`config.mk`:
```
export PLATFORM = sky130hd
export DESIGN_NAME = mem_stage_sram_ctrl
export DESIGN_NICKNAME = d
export VERILOG_FILES = /design/src/rtl/mem_stage_sram_ctrl.sv
export SDC_FILE = /design/constraint.sdc
export NUM_CORES = 1
export LEC_CHECK = 0
export ABC_CLOCK_PERIOD_IN_PS = 4000
export BUFFER_PORTS_ARGS = -buffer_cell sky130_fd_sc_hd__buf_2
export CAP_MARGIN = 20
export CELL_PAD_IN_SITES_DETAIL_PLACEMENT = 0
export CELL_PAD_IN_SITES_GLOBAL_PLACEMENT = 1
export CORE_MARGIN = 2
export CORE_UTILIZATION = 33
export CTS_CLUSTER_SIZE = 14
export DETAILED_ROUTE_END_ITERATION = 16
export PLACE_DENSITY = 0.92
export RECOVER_POWER = 50
export SYNTH_ARGS = -nofsm -noshare
export SYNTH_HDL_FRONTEND = slang
export SYNTH_SLANG_ARGS = --single-unit
```
`constraint.sdc`:
```
create_clock -name clk -period 4 [get_ports clk]
set_input_delay 1 -clock clk [delete_from_list [all_inputs] [get_ports clk]]
set_output_delay 1 -clock clk [all_outputs]
set_load 0.02 [all_outputs]
```
`src/rtl/mem_stage_sram_ctrl.sv`:
```
// MEM pipeline stage: runs loads/stores against a word SRAM over a req/ack handshake,
// stalls the upstream pipeline while an access is in flight and forwards results to MEM/WB.
module mem_stage_sram_ctrl #(
    parameter logic [31:0] BASE_ADDR   = 32'd1024,
    parameter int          SRAM_AW     = 18,
    parameter logic [7:0]  ACK_TIMEOUT = 8'd255
) (
    input  logic               clk,
    input  logic               rst,
    input  logic               WB_EN_MEM,
    input  logic [1:0]         MEM_CMD_MEM,
    input  logic [31:0]        ALU_res_MEM,
    input  logic [31:0]        src2_val_MEM,
    input  logic [4:0]         Dst_MEM,
    output logic               WB_EN_out_MEM,
    output logic               MEM_R_EN_out,
    output logic [31:0]        ALU_res_out,
    output logic [31:0]        mem_rdata_out,
    output logic [4:0]         Dst_out_MEM,
    output logic               freeze,
    output logic               bus_err,
    output logic               sram_req,
    output logic               sram_we,
    output logic [SRAM_AW-1:0] sram_addr,
    output logic [31:0]        sram_wdata,
    input  logic [31:0]        sram_rdata,
    input  logic               sram_ack
);

    typedef enum logic [1:0] {
        IDLE   = 2'd0,
        ACCESS = 2'd1,
        DONE   = 2'd2
    } state_t;

    state_t             state_q, state_d;
    logic [7:0]         cnt_q;
    logic               is_mem_op;
    logic               timeout_hit;
    logic               freeze_c;
    logic               addr_borrow;
    logic [SRAM_AW-1:0] word_addr;

    assign is_mem_op   = (MEM_CMD_MEM == 2'b10) || (MEM_CMD_MEM == 2'b01);
    assign timeout_hit = (cnt_q == ACK_TIMEOUT - 8'd1);

    // Word-granular subtract; the byte-offset borrow keeps it equal to ((a - base) >> 2).
    assign addr_borrow = (ALU_res_MEM[1:0] < BASE_ADDR[1:0]);
    assign word_addr   = ALU_res_MEM[SRAM_AW+1:2] - BASE_ADDR[SRAM_AW+1:2]
                       - {{(SRAM_AW-1){1'b0}}, addr_borrow};

    always_comb begin
        state_d  = state_q;
        freeze_c = 1'b0;
        case (state_q)
            IDLE: begin
                freeze_c = is_mem_op;
                if (is_mem_op)
                    state_d = ACCESS;
            end
            ACCESS: begin
                freeze_c = 1'b1;
                if (sram_ack || timeout_hit)
                    state_d = DONE;
            end
            DONE:    state_d = IDLE;
            default: state_d = IDLE;
        endcase
    end

    // Reset must release the pipeline at once, even while the EXE/MEM register still holds a mem op.
    assign freeze        = freeze_c & ~rst;
    assign WB_EN_out_MEM = WB_EN_MEM & ~freeze;
    assign MEM_R_EN_out  = (MEM_CMD_MEM == 2'b10);
    assign ALU_res_out   = ALU_res_MEM;
    assign Dst_out_MEM   = Dst_MEM;

    always_ff @(posedge clk or posedge rst) begin
        if (rst) begin
            state_q       <= IDLE;
            cnt_q         <= 8'd0;
            sram_req      <= 1'b0;
            sram_we       <= 1'b0;
            sram_addr     <= '0;
            sram_wdata    <= 32'd0;
            mem_rdata_out <= 32'd0;
            bus_err       <= 1'b0;
        end else begin
            state_q <= state_d;
            case (state_q)
                IDLE: begin
                    if (is_mem_op) begin
                        sram_req   <= 1'b1;
                        sram_we    <= (MEM_CMD_MEM == 2'b01);
                        sram_addr  <= word_addr;
                        sram_wdata <= src2_val_MEM;
                        cnt_q      <= 8'd0;
                    end
                end
                ACCESS: begin
                    // A late ack in the limit cycle still counts as a normal completion.
                    if (sram_ack) begin
                        sram_req <= 1'b0;
                        if (!sram_we)
                            mem_rdata_out <= sram_rdata;
                    end else if (timeout_hit) begin
                        sram_req      <= 1'b0;
                        bus_err       <= 1'b1;
                        mem_rdata_out <= 32'd0;
                    end else begin
                        cnt_q <= cnt_q + 8'd1;
                    end
                end
                default: ;
            endcase
        end
    end

endmodule

```
==> impl_results.md, run 1 <==
* Slew Limit Headroom at 5.46%
* Main flop type after synthesis: dfrtp_1
* Number of vias after detailed routing at ~3700
* Number of cells on the worst reg-to-reg path at 7
* Setup slack, reg-to-reg at 1.95 ns
* Setup repair after global routing missed its margin: no
* Endpoint class of the critical path: output port
* Worst-case hold slack at between 0.4 and 0.5 ns
* Highest ir drop seen on vdd at 0.398 mV
* Worst Tran Pin Value at ~1.4 ns
* Worst Path Max Fanout at 3
* Synthesis Warnings at 0
* Count of state elements after synthesis at 95
* Final Max Tran Viols at 0
* Skew final at ~0.0081 ns
* Number of buffers between clock root and the deepest sink at 2
* 1st-iter DRT viols at ~230
* Final period util at 75.0%
* Post-DP HPWL at 8.20 mm
* Run status: finished, final reports clean
* Worst Setup Slack post-DPL at roughly 1 ns
* Count of flip-flops with a built-in enable after synthesis at 0
* Crit Reg-Reg Endpoint: mem_rdata_out[10]
* WHS Endpoint: bus_err
* Number of buffers created by CTS at 9
* Vias per cell at 4.71
* Placed cell count at 769
* Number of top-level pins at 232
* Setup slack of the critical path after layout at 1.00 ns
* Routed wl met2 at 5.20 mm
* Maximum capacitance violations at 0
* Leakage power at 2.87 nW
* Synthesized area per cell at 9.80 µm²
* Placeable core region at 13200 µm²
* Worst endpoint required time at 3.00 ns
* Post-synthesis net count at between 500 and 600
* Number of placement rows at 42
* Count of buffering cells on the critical path with inverters included at 3
* Hold_buf cts at 0
* Final Setup Violations at 0
* Number of standard cells in the final layout excluding fillers at 787
* Area used by multi-input combinational logic at approximately 1700 µm²
* Total iterations of the first detailed-routing run at 4
* Die area at between 10000 and 15000 µm²
* Post-CTS clock slew at the launch and capture registers of the worst setup and hold paths at 0.07 ns
* Fmax achieved at 333 MHz
* Count of input and output buffers at 193
* Dominant cell type by count on the critical path: buf_2
* Wirelength, routed at 11.2 mm
* Critical Path Start Type: primary input
* TritonCTS sink count at 95
* GP Congestion at approximately 0.85
* Most frequent cells in the layout: buf_2 (131), nand2_1 (124), dfrtp_1 (95)
* PD cells at 752 nW/µm²
* Number of H-tree levels at 3
* Post-CTS setup-driven buffer insertion count at 0
* Longest individual stage delay on the worst path at 0.33 ns
* Post-synthesis instance area at 4440 µm²
* Layout net count at 725
* Met3 routed wirelength at 845 µm
* Wire length per cell at 14.2 µm
* CP top delay family: adder cells
* Routed metal-1 wirelength at 4.96 mm
* Initial standard-cell utilization of the core at 33.7%
* Area delta synth->final at 24.8%
* Post-Route Setup TNS at 0 ns
* Cts repair resizes at 0
* First-pass GRT wire length at between 15 and 20 mm
* Time the worst path needs with I/O delays and setup at between 2 and 3 ns
* Grt ovf at 0
* Die extent in x at between 100 and 150 µm
* Vias in the first global route at 3557
* Vertical die dimension at 120 µm
* Clock root cell: clkbuf_16
* Crit path kind: in2out
* Sequential cell area at 2380 µm²
* Arr. time, crit path at around 2 ns
* Sequential share of the synthesized area at 53.5%
* Pin count of the biggest net entering global routing at 70
* Cell at the slowest stage of the critical path: ha_1
* Distinct cell type count after synthesis at 42
* Antenna diode count at 0
* # DRC at 0
* Share of cells above drive strength 1 at a little over a quarter
* R2r startpoint: cnt_q[0]
* Clock latency on the worst-skew pair at 0.33 ns
* Filler cell count at 1351
* Critical path cell sequence: buf_2 > inv_1 > ha_1 > a211oi_1 > nor2b_1 > buf_2
* Number of hold violations in the final report at 0
* Top routing layer in use: met4
* Clock tree from TritonCTS: done
* Antenna violation net count after detailed routing at 0
* GRT Resource Usage Total at 15.4%
* Synth async-reset ratio at 100%
* Post-synthesis cell count at ~450
* Class of the tightest hold or removal check: reg2reg
* Worst Hold Launch: bus_err
* Antenna violations before repair at 0
* Most common cell after layout, fill and taps aside: buf_2
* Number of cells on the worst hold path at 1
[logic make-up (layout without fill, tap and decap cells)]
| logic type | after synthesis | after routing | synth area share (%) |
|---|---|---|---|
| simple gates | 177 | 177 | 17.0 |
| flops | 95 | 95 | 53.5 |
| compound gates | 76 | 76 | 12.6 |
| buf+inv | 72 | 230 | 9.21 |
| xor+xnor | 18 | 18 | 3.55 |
| fa+ha+maj | 12 | 12 | 3.38 |
| mux | 3 | 3 | 0.676 |
[cell type report]
class / instances / area share, %
clock inverters: 7 / 1.13
repair buffers: 199 / 16.8
flip-flops and latches: 95 / 42.9
clock buffers: 9 / 4.07
well taps: 176 / 3.97
multi-input cells: 286 / 30.0
inverters: 15 / 1.06
[metal layers]
| metal | vias to the layer above | global-route usage [%] |
|---|---|---|
| li1 | 1793 | - |
| met1 | 1752 | 20.5 |
| met2 | 143 | 24.8 |
| met3 | 19 | 4.04 |
| met4 | 0 | 4.63 |
| met5 | - | 0 |
[cell usage after synthesis (2+ instances only)]
cell type | count | area (µm²)
a311oi_1 | 2 | 17.5
nor2_1 | 15 | 56.3
xnor2_1 | 14 | 123
inv_1 | 15 | 56.3
ha_1 | 12 | 150
a21o_1 | 4 | 30.0
nand3_1 | 7 | 35.0
clkbuf_1 | 19 | 71.3
nor3_1 | 9 | 45.0
xor2_1 | 4 | 35.0
or4_4 | 2 | 22.5
o21ai_0 | 19 | 95.1
a22o_1 | 32 | 280
and3_1 | 2 | 12.5
and2_1 | 3 | 18.8
mux2i_1 | 3 | 30.0
dfrtp_1 | 95 | 2380
or3_1 | 2 | 12.5
nand2_1 | 124 | 465
buf_4 | 37 | 278
a21oi_1 | 8 | 40.0
nand4_1 | 3 | 18.8
nand2b_1 | 3 | 18.8
[worst max path at each step]
stage                    from             end  slack [ns]  cells past startpoint
6_report       MEM_CMD_MEM[0]   WB_EN_out_MEM        1.00                      6
5_1_grt                   rst  sram_wdata[13]        0.88                      3
4_1_cts        MEM_CMD_MEM[0]   WB_EN_out_MEM         1.0                      6
3_5_place_dp   MEM_CMD_MEM[0]   WB_EN_out_MEM        1.00                      6
3_3_place_gp   MEM_CMD_MEM[0]   WB_EN_out_MEM        1.04                      6
2_1_floorplan             rst         bus_err        0.52                      1
[state kept, by name, summed over array words and instances, names as in the netlist]
name / count
sram_req: 1
sram_wdata: 32
state_q: 2
mem_rdata_out: 32
cnt_q: 8
sram_we: 1
bus_err: 1
sram_addr: 18
[report_power, final]
part           internal [mW]  switching, mW
logic                  0.549           1.16
registers               1.38          0.249
clock network          0.436          0.387
[through the flow]
step	cell area, µm²	util (%)	power, mW
floorplan	4440	-	2.79
global placement	5320	40.3	3.39
detailed placement	5320	40.3	3.44
CTS	5600	42.5	4.28
global route	5540	42.0	4.45
finish	5540	42.0	4.16
Note: power is estimated with default switching activity, not from simulation.
==> run 2, diff against run 1 <==
--- a/config.mk
+++ b/config.mk
@@ -5,7 +5,7 @@
 export SDC_FILE = /design/constraint.sdc
 export NUM_CORES = 1
 export LEC_CHECK = 0
-export ABC_CLOCK_PERIOD_IN_PS = 4000
+export ABC_CLOCK_PERIOD_IN_PS = 3150
 export BUFFER_PORTS_ARGS = -buffer_cell sky130_fd_sc_hd__buf_2
 export CAP_MARGIN = 20
 export CELL_PAD_IN_SITES_DETAIL_PLACEMENT = 0
==> constraint.sdc (replaced) <==
create_clock -name clk -period 3.15 [get_ports clk]
set_input_delay 0.7875 -clock clk [delete_from_list [all_inputs] [get_ports clk]]
set_output_delay 0.7875 -clock clk [all_outputs]
set_load 0.02 [all_outputs]
==> impl_results.md, run 2 (synthesis results as in run 1) <==
* 1st-iter DRT viols at 175 (-25%)
* Slew Limit Headroom at 28.1% (+23 points)
* Antenna violations before repair at 0 (unchanged)
* Number of standard cells in the final layout excluding fillers at 790 (+0.38%)
* Sequential cell area at 2380 µm² (unchanged)
* Longest individual stage delay on the worst path at 0.32 ns (about the same)
* Leakage power at 2.94 nW (+2.2%)
* Number of buffers between clock root and the deepest sink at 2 (unchanged)
* Largest registers: mem_rdata_out x32, sram_wdata x32, sram_addr x18
* Cts repair resizes at 0 (unchanged)
* Placed cell count at 773 (+0.52%)
* CP top delay family: adder cells
* Hold_buf cts at 0 (unchanged)
* Number of placement rows at 42 (unchanged)
* Vias in the first global route at 3670 (+3.2%)
* Antenna diode count at 0 (unchanged)
* Count of input and output buffers at 193 (unchanged)
* Wire length per cell at 14.0 µm (-1.6%)
* Area delta synth->final at 25.5%
* Setup repair after global routing missed its margin: no
* Number of top-level pins at 232 (unchanged)
* Clock network power share at 19.4% (-0.4 points)
* Net Switching at 2.26 mW (+26%)
* Number of vias after detailed routing at 3693 (-0.38%)
* GRT Resource Usage Total at 15.3% (-0.12 points)
* Net Sw Frac at 42.7% (-0.50 points)
* Skew final at 0.00699 ns (-0.00106 ns)
* Die extent in x at 120 µm (unchanged)
* Critical Path Start Type: primary input
* Class of the tightest hold or removal check: reg2reg
* Maximum capacitance violations at 0 (unchanged)
* Placeable core region at 13200 µm² (unchanged)
* PD cells at 951 nW/µm² (+27%)
* Endpoint class of the critical path: output port
* Layout net count at 728 (+0.41%)
* Number of cells on the worst reg-to-reg path at 4 (-3)
* Number of gates on the worst path with buffers counted at 6 (unchanged)
* Worst endpoint required time at 2.36 ns (-0.64 ns)
* Dominant cell type by count on the critical path: buf_2
* Clock latency on the worst-skew pair at 0.35 ns (+0.02 ns)
* Arr. time, crit path at 1.77 ns (-0.23 ns)
* Worst Tran Pin Value at 1.07 ns (-0.345 ns)
* Number of buffers created by CTS at 9 (unchanged)
* Time the worst path needs with I/O delays and setup at ~2.6 ns
* Share of cells above drive strength 1 at 30.5% (+3.8 points)
* Initial standard-cell utilization of the core at 33.7% (unchanged)
* Comb power frac at 41.8% (+0.6 points)
* Critical path cell sequence: buf_2 > inv_1 > ha_1 > a211oi_1 > nor2b_1 > buf_2
* TritonCTS sink count at 95 (unchanged)
* Clock tree from TritonCTS: done
* Post-CTS clock slew at the launch and capture registers of the worst setup and hold paths at 0.07 ns (about the same)
* Vias per cell at 4.67 (-0.76%)
* Pin count of the biggest net entering global routing at 45 (-36%)
* Vertical die dimension at 120 µm (unchanged)
* Internal power at 3.03 mW (+28%)
* # DRC at 0 (unchanged)
* Count of buffering cells on the critical path with inverters included at 3 (unchanged)
* Grt ovf at 0 (unchanged)
* Clock root cell: clkbuf_16
* Post-CTS setup-driven buffer insertion count at 0 (unchanged)
* Number of H-tree levels at 3 (unchanged)
* Final Setup Violations at 0 (unchanged)
* Area used by multi-input combinational logic at 1660 µm² (unchanged)
* Fmax achieved at 391 MHz
* Total iterations of the first detailed-routing run at 4 (unchanged)
* Portion of total power attributed to sequential cells at 38.8% (-0.3 points)
* Die area at 14400 µm² (unchanged)
* Post-DP HPWL at 8.28 mm (+0.95%)
* Final Max Tran Viols at 0 (unchanged)
* Crit path kind: in2out
* Most frequent cells in the layout: buf_2 (152), nand2_1 (124), dfrtp_1 (95)
* First-pass GRT wire length at 17.4 mm (-2.4%)
* Worst Path Max Fanout at 3 (unchanged)
* Highest ir drop seen on vdd at 0.277 mV (-31%)
* Number of cells on the worst hold path at 1 (unchanged)
* Post-Route Setup TNS at 0 ns (unchanged)
* Final period util at approximately four fifths
* Cell at the slowest stage of the critical path: ha_1
* GP Congestion at 0.846 (about the same)
* Number of hold violations in the final report at 0 (unchanged)
* Antenna violation net count after detailed routing at 0 (unchanged)
* Wirelength, routed at 11.0 mm (-1.3%)
* Filler cell count at 1326 (-1.9%)
* Most common cell after layout, fill and taps aside: buf_2
* Run status: finished, final reports clean
## run 2: changes by cell type in the layout (fill, tap and decap cells not counted), sizes merged
cell,change
buf,+23
clkbuf,-19
clkinvlp,+3
inv,-3
clkinv,-1
## run 2: path summary, 6_finish.rpt
check,startpoint,end,slack [ns]
worst max-delay path,MEM_CMD_MEM[0],WB_EN_out_MEM,0.59
min in group asynchronous,rst,sram_wdata[15],0.63
max in group asynchronous,rst,mem_rdata_out[29],1.02
worst min-delay path,bus_err,bus_err,0.47
worst max register to register,state_q[0],sram_addr[4],1.32
worst min register to register,bus_err,bus_err,0.47
## run 2: per-layer routing
metal  GRT usage (%)  part of all wire (%)
met1            18.0                    41
met2            25.9                    49
met3            3.94                   7.2
met4            7.65                   2.4
met5               0                     0
## run 2: final cells by class
cell class | count | area share [%]
sequential | 95 | 42.7
multi-input combinational | 286 | 29.8
timing repair buffer | 202 | 17.5
clock buffer | 10 | 4.11
tap | 176 | 3.95
inverter | 15 | 1.03
clock inverter | 6 | 0.943
## run 2: through the flow
step	cell area, µm²	hold slack [ns]	power, mW	utilization (%)	worst slack, ns
after floorplan	4440	0.509	3.55	-	0.356
after global placement	5350	0.441	4.32	40.5	0.573
after detailed placement	5350	0.451	4.38	40.5	0.480
after CTS	5630	0.469	5.43	42.7	0.577
after global routing	5570	0.483	5.66	42.3	0.501
final	5570	0.468	5.30	42.3	0.592
## run 2: power by group through the flow
| stage | combinational (mW) | clock, mW | sequential [mW] |
|---|---|---|---|
| 3_5_place_dp | 2.30 | 0 | 2.07 |
| 6_report | 2.21 | 1.03 | 2.06 |
| 2_1_floorplan | 0.870 | 0 | 2.68 |
| 5_1_grt | 2.43 | 1.10 | 2.13 |
| 4_1_cts | 2.31 | 1.07 | 2.05 |
| 3_3_place_gp | 2.26 | 0 | 2.06 |
